**src/rtl/alu16_exec_ctrl.sv**
```systemverilog
// Issue/capture stage around the combinational 16-bit ALU.
// Holds operands for a per-op cycle count, captures result/cc, and keeps NZCV flags.
module alu16_exec_ctrl #(
  parameter int BASE_CYCLES = 1,
  parameter int MUL_CYCLES  = 4,
  parameter int CNT_W       = 4
) (
  input  logic        clk,
  input  logic        rst,
  input  logic        in_valid,
  output logic        in_ready,
  input  logic [3:0]  in_op,
  input  logic        in_dir,
  input  logic [15:0] in_a,
  input  logic [15:0] in_b,
  output logic [15:0] alu_valA,
  output logic [15:0] alu_valB,
  output logic [3:0]  alu_aluop,
  output logic        alu_sub,
  output logic        alu_shift_dir,
  output logic        alu_rot_dir,
  input  logic [15:0] alu_result,
  input  logic [3:0]  alu_cc,
  output logic        out_valid,
  input  logic        out_ready,
  output logic [15:0] out_result,
  output logic [3:0]  out_cc,
  output logic        out_err,
  output logic [3:0]  flags,
  output logic        busy
);

  localparam logic [1:0] S_IDLE = 2'd0;
  localparam logic [1:0] S_EXEC = 2'd1;
  localparam logic [1:0] S_DONE = 2'd2;

  localparam logic [CNT_W-1:0] CNT_ONE  = CNT_W'(1);
  localparam logic [CNT_W-1:0] CNT_BASE = CNT_W'(BASE_CYCLES);
  localparam logic [CNT_W-1:0] CNT_MUL  = CNT_W'(MUL_CYCLES);

  logic [1:0]       r_state;
  logic [CNT_W-1:0] r_cnt;
  logic             w_accept;
  logic             w_illegal;

  assign in_ready  = (r_state == S_IDLE);
  assign busy      = (r_state != S_IDLE);
  assign w_accept  = in_valid && (r_state == S_IDLE);
  assign w_illegal = (in_op >= 4'd12);

  always_ff @(posedge clk or posedge rst) begin
    if (rst) begin
      r_state       <= S_IDLE;
      r_cnt         <= '0;
      alu_valA      <= '0;
      alu_valB      <= '0;
      alu_aluop     <= '0;
      alu_sub       <= 1'b0;
      alu_shift_dir <= 1'b0;
      alu_rot_dir   <= 1'b0;
      out_valid     <= 1'b0;
      out_result    <= '0;
      out_cc        <= '0;
      out_err       <= 1'b0;
      flags         <= '0;
    end else begin
      case (r_state)
        S_IDLE: begin
          if (w_accept) begin
            alu_valA      <= in_a;
            alu_valB      <= in_b;
            alu_aluop     <= in_op;
            alu_shift_dir <= in_dir;
            alu_sub       <= (in_op == 4'd1);
            alu_rot_dir   <= (in_op == 4'd6);
            // Illegal opcodes never reach the ALU capture path.
            if (w_illegal) begin
              out_result <= '0;
              out_cc     <= 4'b0100;
              out_err    <= 1'b1;
              out_valid  <= 1'b1;
              r_state    <= S_DONE;
            end else begin
              r_cnt   <= (in_op == 4'd7) ? CNT_MUL : CNT_BASE;
              r_state <= S_EXEC;
            end
          end
        end
        S_EXEC: begin
          r_cnt <= r_cnt - CNT_ONE;
          if (r_cnt == CNT_ONE) begin
            out_result <= alu_result;
            out_cc     <= alu_cc;
            out_err    <= 1'b0;
            out_valid  <= 1'b1;
            r_state    <= S_DONE;
          end
        end
        S_DONE: begin
          if (out_ready) begin
            out_valid <= 1'b0;
            if (!out_err) flags <= out_cc;
            r_state <= S_IDLE;
          end
        end
        default: r_state <= S_IDLE;
      endcase
    end
  end

endmodule
```
**config.mk**
```make
export PLATFORM = sky130hd
export DESIGN_NAME = alu16_exec_ctrl
export DESIGN_NICKNAME = d
export VERILOG_FILES = /design/src/rtl/alu16_exec_ctrl.sv
export SDC_FILE = /design/constraint.sdc
export NUM_CORES = 1
export LEC_CHECK = 0
export CORE_MARGIN = 2
export CORE_UTILIZATION = 37
export DETAILED_ROUTE_END_ITERATION = 8
export PLACE_DENSITY = 0.76
export SETUP_SLACK_MARGIN = 0.2
export SLEW_MARGIN = 20
export SYNTH_ARGS = -nofsm -noshare
export SYNTH_HDL_FRONTEND = slang
export SYNTH_SLANG_ARGS = --single-unit
```
**constraint.sdc**
```tcl
create_clock -name clk -period 2.1 [get_ports clk]
set_input_delay 0.315 -clock clk [delete_from_list [all_inputs] [get_ports clk]]
set_output_delay 0.315 -clock clk [all_outputs]
set_load 0.01 [all_outputs]
```
**After elaboration in Yosys (flattened, before gate mapping)**

Index checks and enable logic that the tools add are counted.

- Flip-flop bits (word level): 71
- Bits in latches: 0
- Bits in writable memories: 0
- ROM bits: 0
- Input bits: 61
- Output and inout bits: 67
- Word-level logic and storage cells: 62
- Memories: 0

- Add/subtract/negate cells: 1
- Multiply operators: 0
- Divide/modulo/power cells: 0
- Magnitude comparators: 1
- Eq/ne operators: 11
- Shift operators: 0
- Multiplexer cells: 24
- Bitwise operators: 1
- Reductions and logical operators: 11

Operators with widths:

| operator | number |
|---|---|
| two-way mux 16 bit | 3 |
| one-hot mux 16 bit (2 select lines) | 1 |
| two-way mux 4 bit | 5 |
| one-hot mux 4 bit (2 select lines) | 2 |
| AND reduction 3 bit | 3 |
| == test 4 x 1 -> 1 bit (second input constant) | 2 |
| == test 4 x 3 -> 1 bit (second input constant) | 2 |
| two-way mux 2 bit | 4 |
| != test 2 bit (second input constant) | 3 |
| one-hot mux 2 bit (3 select lines) | 1 |
| two-way mux 1 bit | 5 |
| AND reduction 5 bit | 1 |
| greater-or-equal comparator 4 bit (second input constant) | 1 |
| != test 2 x 1 -> 1 bit (second input constant) | 2 |
| AND reduction 4 bit | 1 |
| nonzero test 2 bit | 2 |
| subtractor 4 x 1 -> 4 bit (second input constant) | 1 |
| two-way mux 3 bit | 1 |
| one-hot mux 1 bit (3 select lines) | 1 |
| nonzero test 3 bit | 1 |
| == test 2 x 1 -> 1 bit (second input constant) | 1 |
| == test 2 bit (second input constant) | 1 |
| logical NOT 2 bit | 1 |
| one-hot mux 1 bit (2 select lines) | 1 |
| 3 further kinds | 3 |

**Depth between registers and ports, before layout**

Gate-level depths: netlist of the first run.

- Depth after elaboration: 5
- Depth in mapped cells: 7
- Mapped depth without buffers: 5

**Worst setup path before layout of the first run**

Ideal clock, no wire load.

- Path type: flip-flop to flip-flop
- Start point: reg r_cnt[1]
- End point: reg out_cc[0]
- Setup time: 0.121 ns
- Arrival time: 1.666 ns
- Data required time: 1.979 ns
- Path slack: 0.313 ns
- Stages on the path, launching flop included: 8
- Path buffers: 2
- Period minus slack after synthesis: 1.787 ns
- Cell sequence: dfrtp_1 > inv_1 > ha_1 > or3b_1 > buf_2 > a211o_1 > buf_6 > a22o_1

- Longest elaborated chain between the ends: 3

Ends and longest elaborated chain:

| element | line | RTL |
|---|---|---|
| from (decl) | 42 | `logic [CNT_W-1:0] r_cnt;` |
| from (signal assigned) | 84 | `r_cnt <= (in_op == 4'd7) ? CNT_MUL : CNT_BASE;` |
| from (signal assigned) | 90 | `r_cnt <= r_cnt - CNT_ONE;` |
| == test 4 x 1 -> 1 bit | 91 | `if (r_cnt == CNT_ONE) begin` |
| != test 2 bit (no line) | -- |  |
| AND reduction 4 bit (no line) | -- |  |
| to (signal assigned) | 93 | `out_cc <= alu_cc;` |
| to (decl) | 27 | `output logic [3:0] out_cc,` |

No other way between the ends.
A chain may end at the register's enable or synchronous reset.

**Final worst setup path of the first run**

- Start point: reg r_state[1]
- End point: out in_ready

- Longest elaborated chain between the ends: 1

Ends and longest elaborated chain:

| element | line | RTL |
|---|---|---|
| from (decl) | 41 | `logic [1:0] r_state;` |
| from (signal assigned) | 53 | `r_state <= S_IDLE;` |
| from (signal assigned) | 82 | `r_state <= S_DONE;` |
| from (signal assigned) | 85 | `r_state <= S_EXEC;` |
| logical NOT 2 bit | 46 | `assign in_ready = (r_state == S_IDLE);` |
| to (decl) | 11 | `output logic in_ready,` |

No other way between the ends.

==> summary.txt, run 1 <==
Status
  – Run status: completed

Yosys
  – Commonest cells post-synth: 71 x dfrtp_1, 41 x mux2_2, 19 x a22o_1
  – Async S/R FF share, synth: 100%
  – Avg Inst Size Synth: 14.4 sq um
  – Mapped Nets: 258
  – Mapped cell area: 0.00282 sq mm
  – Synth area leaders: dfrtp_1 63%, mux2_2 16%, a22o_1 5.9%
  – Netlist cell types: 34
  – Synthesis warning total: 0
  – Most common cell in the netlist: dfrtp_1
  – #FFs+latches synth: 71
  – Top cell type's share of synthesized area: 63.1%
  – Most area-hungry cell type in the Yosys netlist: dfrtp_1
  – Register area share after synthesis: 63.1%
  – Post-synth EDFFs: 0
  – Dominant synthesized flop cell: dfrtp_1
  – Post-Synthesis Cells: 195

Worst setup path
  – CP cell instances: nor2_2, clkdlybuf4s50_1
  – CP max-delay cell: clkdlybuf4s50_1
  – R2R Setup Slk: 0.31 ns
  – CP endpoint kind: primary output
  – Crit path DAT: 1.49 ns
  – Crit Path Class: flip-flop to primary output
  – Crit start category: flip-flop
  – WP data required: 1.78 ns
  – Largest stage delay, worst path: 0.55 ns
  – Max FO, Critical Path: 7

Floorplanning
  – IO Count: 128
  – Cell Rows: 31
  – Die span in y: 91.3 microns
  – Die area: 0.00833 sq mm
  – Core Box Area: 0.00733 sq mm
  – Die width: 91.3 microns
  – Initial Util: 38.4%

Power and ir drop
  – Peak supply drop: 677 uV
  – Clock network power share: 14.8%
  – Combinational Power Share: 47.6%
  – Seq pwr share: 37.6%
  – Cell-internal power: 4.42 mW
  – Pwr dens: 1450 mW/mm^2
  – Sw Ratio: 31.2%
  – Pleak: 1.91 nW
  – Net switching power: 2.01 mW

Final layout
  – Final instance count without filler cells: 436
  – Layout Nets: 395
  – Inserted Diodes: 0
  – Area Overhead vs Synth: 57.7%
  – Share of layout cells above drive strength 1: 22.6%

GRT
  – GR Overflow Total: 0
  – First-pass GRT wire length: 10.6 mm
  – Largest net degree at the start of global routing: 57
  – Global-route usage over all layers: 16.0%
  – Number of global-route vias before repair: 2174
  – Initial antenna violation count: 0

Detailed routing
  – DRC marker count from the first detailed-route iteration: 68
  – Post-DRT Antenna Nets: 0
  – Via density per instance: 4.78
  – Via count: 2084
  – Final wirelength: 6.45 mm
  – DR DRC count: 0
  – Post-DR wirelength/cell: 14.8 microns
  – Drt first pass iters: 4

Clock network
  – CTS tree: done
  – Reg clk slew, reported paths: 0.07 ns
  – CTS Buf Count: 9
  – Clk sinks: 71
  – CTS H-tree depth: 3
  – Clock latency on the worst-skew pair: 0.33 ns
  – Hold Buf Count CTS: 0
  – Clk root buf: clkbuf_8
  – CTS Buffer Depth: 2

Placed design
  – Port Buffer Count: 127
  – Detailed Place HPWL: 4.55 mm
  – Routability Congestion: 0.781
  – Placed Cells: 417

Timing
  – Fin crit share: 85.8%
  – Clk_skew: 0.00655 ns
  – Setup Viol. Count Final: 0
  – Setup TNS: 0 ns
  – Least-Margin Pin Slew: 0.350 ns
  – Slew headroom: 76.6%
  – RSZ-0062 raised after global routing: no
  – Max Transition Viols Final: 0
  – Final Hold Viols: 0
  – Final min period: 1.80 ns
  – Max Fclk: 555 MHz
  – Hold WS: 0.310 ns

Job
  – Max-cap viol count: 0

Min path
  – HP Class: input pin to asynchronous set/reset pin
## final timing paths
kind / from / to / cells past startpoint
max in group asynchronous: rst / r_state[0] / 3
setup / recovery: r_state[1] / in_ready / 2
min in group clk: out_result[0] / out_result[0] / 1
hold reg to reg: out_result[0] / out_result[0] / 1
setup reg to reg: r_cnt[1] / out_result[3] / 6
hold / removal: rst / out_result[5] / 2
## what timing repair did
| action | CTS | global route |
|---|---|---|
| buffers inserted | 0 | 3 |
| setup endpoints to repair | 2 | 3 |
| resized for setup | 3 | 1 |
| pin swaps | 0 | 0 |
## registers in the layout (all words and copies together) (netlist names), 2 cells and up
register / flops
out_cc: 4
flags: 4
r_state: 2
alu_valB: 16
alu_valA: 16
alu_aluop: 4
r_cnt: 4
out_result: 16
## through the flow
| stage | total power, mW | area [sq um] | setup WS (ns) | util [%] |
|---|---|---|---|---|
| finish | 6.43 | 4440 | 0.298 | 60.6 |
| global placement | 5.41 | 4240 | 0.176 | 57.8 |
| floorplan | 3.83 | 2820 | 0.313 | - |
| global route | 6.87 | 4440 | 0.207 | 60.6 |
| CTS | 6.48 | 4420 | 0.227 | 60.3 |
| detailed placement | 5.49 | 4240 | 0.147 | 57.8 |
## placed cells by master, fill, tap and decap left out, types with 2 or more instances in the layout
| cell | netlist | routed |
|---|---|---|
| a21oi_1 | 2 | 2 |
| a22o_1 | 19 | 19 |
| a31oi_1 | 2 | 2 |
| buf_12 | 0 | 3 |
| buf_4 | 1 | 7 |
| clkbuf_8 | 0 | 11 |
| clkdlybuf4s50_1 | 0 | 127 |
| clkinv_2 | 0 | 4 |
| dfrtp_1 | 71 | 68 |
| dfrtp_2 | 0 | 3 |
| ha_1 | 2 | 2 |
| inv_1 | 9 | 8 |
| mux2_2 | 41 | 41 |
| mux2i_1 | 2 | 2 |
| nand2_1 | 4 | 4 |
| nand2b_1 | 3 | 3 |
| nor2_1 | 3 | 2 |
| nor2_2 | 1 | 2 |
| nor3_1 | 2 | 2 |
| o21ai_0 | 5 | 5 |
| o2bb2ai_1 | 2 | 2 |
## routing by layer
metal / vias to the layer above / global-route usage (%) / wire length [microns]
met2: 85 / 24.8 / 2940
li1: 980 / - / -
met3: 8 / 6.14 / 577
met1: 1011 / 20.4 / 2850
met4: 0 / 6.06 / 76
met5: - / 0 / 0
## final cells by class
type / count / area, sq um
Fill cell: 580 / 2890
Sequential cell: 71 / 1780
Timing Repair Buffer: 137 / 1380
Multi-Input combinational cell: 104 / 942
Clock buffer: 12 / 155
Tap cell: 99 / 124
Inverter: 9 / 37.5
Clock inverter: 4 / 20.0
## power groups by stage
stage               combinational (mW)  clock [mW]  sequential (mW)
detailed placement                3.03           0             2.46
floorplan                         1.15           0             2.67
finish                            3.06       0.949             2.42
CTS                               3.05       0.986             2.44
global route                      3.30        1.05             2.52
global placement                  2.98           0             2.43
## worst max-delay path: cells and delay by family (launching register included)
family / cells / cell delay (ns)
AND/OR/NAND/NOR: 1 / 0.16
flip-flops: 1 / 0.46
buffers and inverters: 1 / 0.55
## cells by family (layout without fill, tap and decap cells)
| logic type | after synthesis | after routing | share of synthesized area, % |
|---|---|---|---|
| compound gates | 40 | 40 | 11.2 |
| fa+ha+maj | 2 | 2 | 0.888 |
| buf+inv | 20 | 162 | 3.60 |
| flops | 71 | 71 | 63.1 |
| mux | 43 | 43 | 17.1 |
| simple gates | 19 | 19 | 4.13 |
Note: power is estimated with default switching activity, not from simulation.
==> inputs of run 2 (changes only) <==
==> constraint.sdc (replaced) <==
create_clock -name clk -period 2.1 [get_ports clk]
set_input_delay 0.315 -clock clk [delete_from_list [all_inputs] [get_ports clk]]
set_output_delay 0.315 -clock clk [all_outputs]
set_load 0.05 [all_outputs]
==> run 2 against run 1 <==
  * Core utilization shrank 0.14 points
  * Global-route usage up 0.30 points
  * Sequential share of layout area about the same
  * Clock power rose by 11%
  * Critical path type unchanged
==> summary.txt, run 2 (synthesis gave the netlist of run 1 again) <==
Status
  – Run status: completed (unchanged)

Worst setup path
  – Max FO, Critical Path: 3 (was 7)
  – CP endpoint kind: primary output (unchanged)
  – Largest stage delay, worst path: 0.82 ns (was 0.55 ns)
  – WP data required: 1.78 ns (about the same)
  – Crit Path Class: flip-flop to primary output (unchanged)
  – CP top delay family: buffers and inverters (unchanged)
  – CP max-delay cell: clkdlybuf4s50_1 (unchanged)
  – CP cell instances: clkdlybuf4s50_1 (was nor2_2, clkdlybuf4s50_1)
  – Crit start category: flip-flop (unchanged)
  – Buf+Inv Stages, Crit Path: 1 (unchanged)
  – Crit path DAT: 1.53 ns (was 1.49 ns)

Clock network
  – CTS Buffer Depth: 2 (unchanged)
  – Clk root buf: clkbuf_8 (unchanged)
  – CTS Buf Count: 9 (unchanged)
  – CTS tree: done (unchanged)
  – Clock latency on the worst-skew pair: 0.33 ns (about the same)
  – Reg clk slew, reported paths: 0.07 ns (about the same)
  – Hold Buf Count CTS: 0 (unchanged)
  – Clk sinks: 71 (unchanged)
  – CTS H-tree depth: 3 (unchanged)

Timing
  – Final Hold Viols: 0 (unchanged)
  – Max Fclk: 541 MHz (was 555 MHz)
  – Least-Margin Pin Slew: 0.548 ns (was 0.350 ns)
  – Final min period: 1.85 ns (was 1.80 ns)
  – Slew headroom: 63.4% (was 76.6%)
  – Hold WS: 0.449 ns (was 0.310 ns)
  – Fin crit share: 87.9% (was 85.8%)
  – Max Transition Viols Final: 0 (unchanged)
  – RSZ-0062 raised after global routing: no (unchanged)
  – Clk_skew: 0.00535 ns (was 0.00655 ns)
  – Setup Viol. Count Final: 0 (unchanged)
  – Setup TNS: 0 ns (unchanged)

Final layout
  – Regs by FF count: alu_valA x16, alu_valB x16, out_result x16 (unchanged)
  – Inserted Diodes: 0 (unchanged)
  – Layout Nets: 393 (was 395)
  – Area Overhead vs Synth: 57.3% (was 57.7%)
  – Commonest cells after routing, fill and taps aside: 123 x clkdlybuf4s50_1, 70 x dfrtp_1, 41 x mux2_2, 19 x a22o_1, 10 x clkbuf_8 (was 127 x clkdlybuf4s50_1, 68 x dfrtp_1, 41 x mux2_2, 19 x a22o_1, 11 x clkbuf_8)
  – Share of layout cells above drive strength 1: 22.1% (was 22.6%)
  – Commonest non-fill, non-tap cell in the layout: clkdlybuf4s50_1 (unchanged)

Placed design
  – Port Buffer Count: 127 (unchanged)
  – Routability Congestion: 0.791 (was 0.781)
  – Detailed Place HPWL: 4.64 mm (was 4.55 mm)

Detailed routing
  – Post-DR wirelength/cell: 15.2 microns (was 14.8 microns)
  – Post-DRT Antenna Nets: 0 (unchanged)
  – Final wirelength: 6.58 mm (was 6.45 mm)
  – Via density per instance: 4.90 (was 4.78)
  – DRC marker count from the first detailed-route iteration: 59 (was 68)
  – Via count: 2127 (was 2084)
  – DR DRC count: 0 (unchanged)
  – Drt first pass iters: 4 (unchanged)

Floorplanning
  – Die width: 91.3 microns (unchanged)
  – Die area: 0.00833 sq mm (unchanged)
  – Core Box Area: 0.00733 sq mm (unchanged)
  – Cell Rows: 31 (unchanged)
  – IO Count: 128 (unchanged)
  – Die span in y: 91.3 microns (unchanged)
  – Initial Util: 38.4% (unchanged)

Power and ir drop
  – Pwr dens: 1890 mW/mm^2 (was 1450 mW/mm^2)
  – Peak supply drop: 1130 uV (was 677 uV)
  – Pleak: 1.91 nW (about the same)

Job
  – Max-cap viol count: 0 (unchanged)

GRT
  – GR Overflow Total: 0 (unchanged)
  – Initial antenna violation count: 0 (unchanged)
  – Largest net degree at the start of global routing: 72 (was 57)
  – Number of global-route vias before repair: 2250 (was 2174)
  – Global-route usage over all layers: 16.3% (was 16.0%)
  – First-pass GRT wire length: 10.9 mm (was 10.6 mm)

Min path
  – HP Class: input pin to asynchronous set/reset pin (unchanged)
## run 2: what timing repair did
item,4_1_cts,5_1_grt
setup endpoints to repair,20,20
gates resized for setup,2,3
buffers inserted,0,0
gates cloned,0,0
## run 2: path summary, 6_finish.rpt
path,endpoint,slack [ns],start,cells after the start
worst max-delay path,out_cc[1],0.25,out_cc[1],1
worst min-delay path,out_result[14],0.45,rst,3
worst max register to register,out_result[7],0.32,r_cnt[1],5
worst min register to register,alu_sub,0.49,alu_sub,2
max in group asynchronous,r_cnt[0],1.34,rst,3
min in group clk,alu_sub,0.49,alu_sub,2
## run 2: through the flow
stage,utilization [%],cells,total power [mW],cell area (sq um),setup WS (ns)
3_5_place_dp,57.7,418,7.39,4230,0.0766
4_1_cts,60.3,434,8.47,4420,0.222
3_3_place_gp,57.7,418,7.30,4230,0.120
5_1_grt,60.5,434,8.84,4430,0.201
2_1_floorplan,-,195,5.73,2820,0.313
6_report,60.5,434,8.40,4430,0.253
## run 2: layer usage
| layer | vias up | global-route usage [%] | wire (microns) | part of all wire (%) |
|---|---|---|---|---|
| met5 | - | 0 | 0 | 0 |
| met4 | 0 | 6.31 | 92 | 1.4 |
| met3 | 9 | 6.89 | 652 | 9.9 |
| met2 | 93 | 24.8 | 2980 | 45 |
| met1 | 1044 | 20.7 | 2850 | 43 |
| li1 | 981 | - | - | - |
## run 2: area by class of cell
| class | instances | area [sq um] |
|---|---|---|
| fill | 590 | 2900 |
| inverter | 9 | 37.5 |
| sequential | 71 | 1780 |
| clock buffer | 12 | 145 |
| multi-input combinational | 104 | 951 |
| timing repair buffer | 135 | 1350 |
| clock inverter | 4 | 45.0 |
| tap | 99 | 124 |
## run 2: report_power, final
part / total, mW / leakage [nW] / switching (mW) / internal, mW
logic: 4.92 / 0.926 / 3.09 / 1.84
registers: 2.43 / 0.880 / 0.400 / 2.03
clock network: 1.05 / 0.100 / 0.471 / 0.576
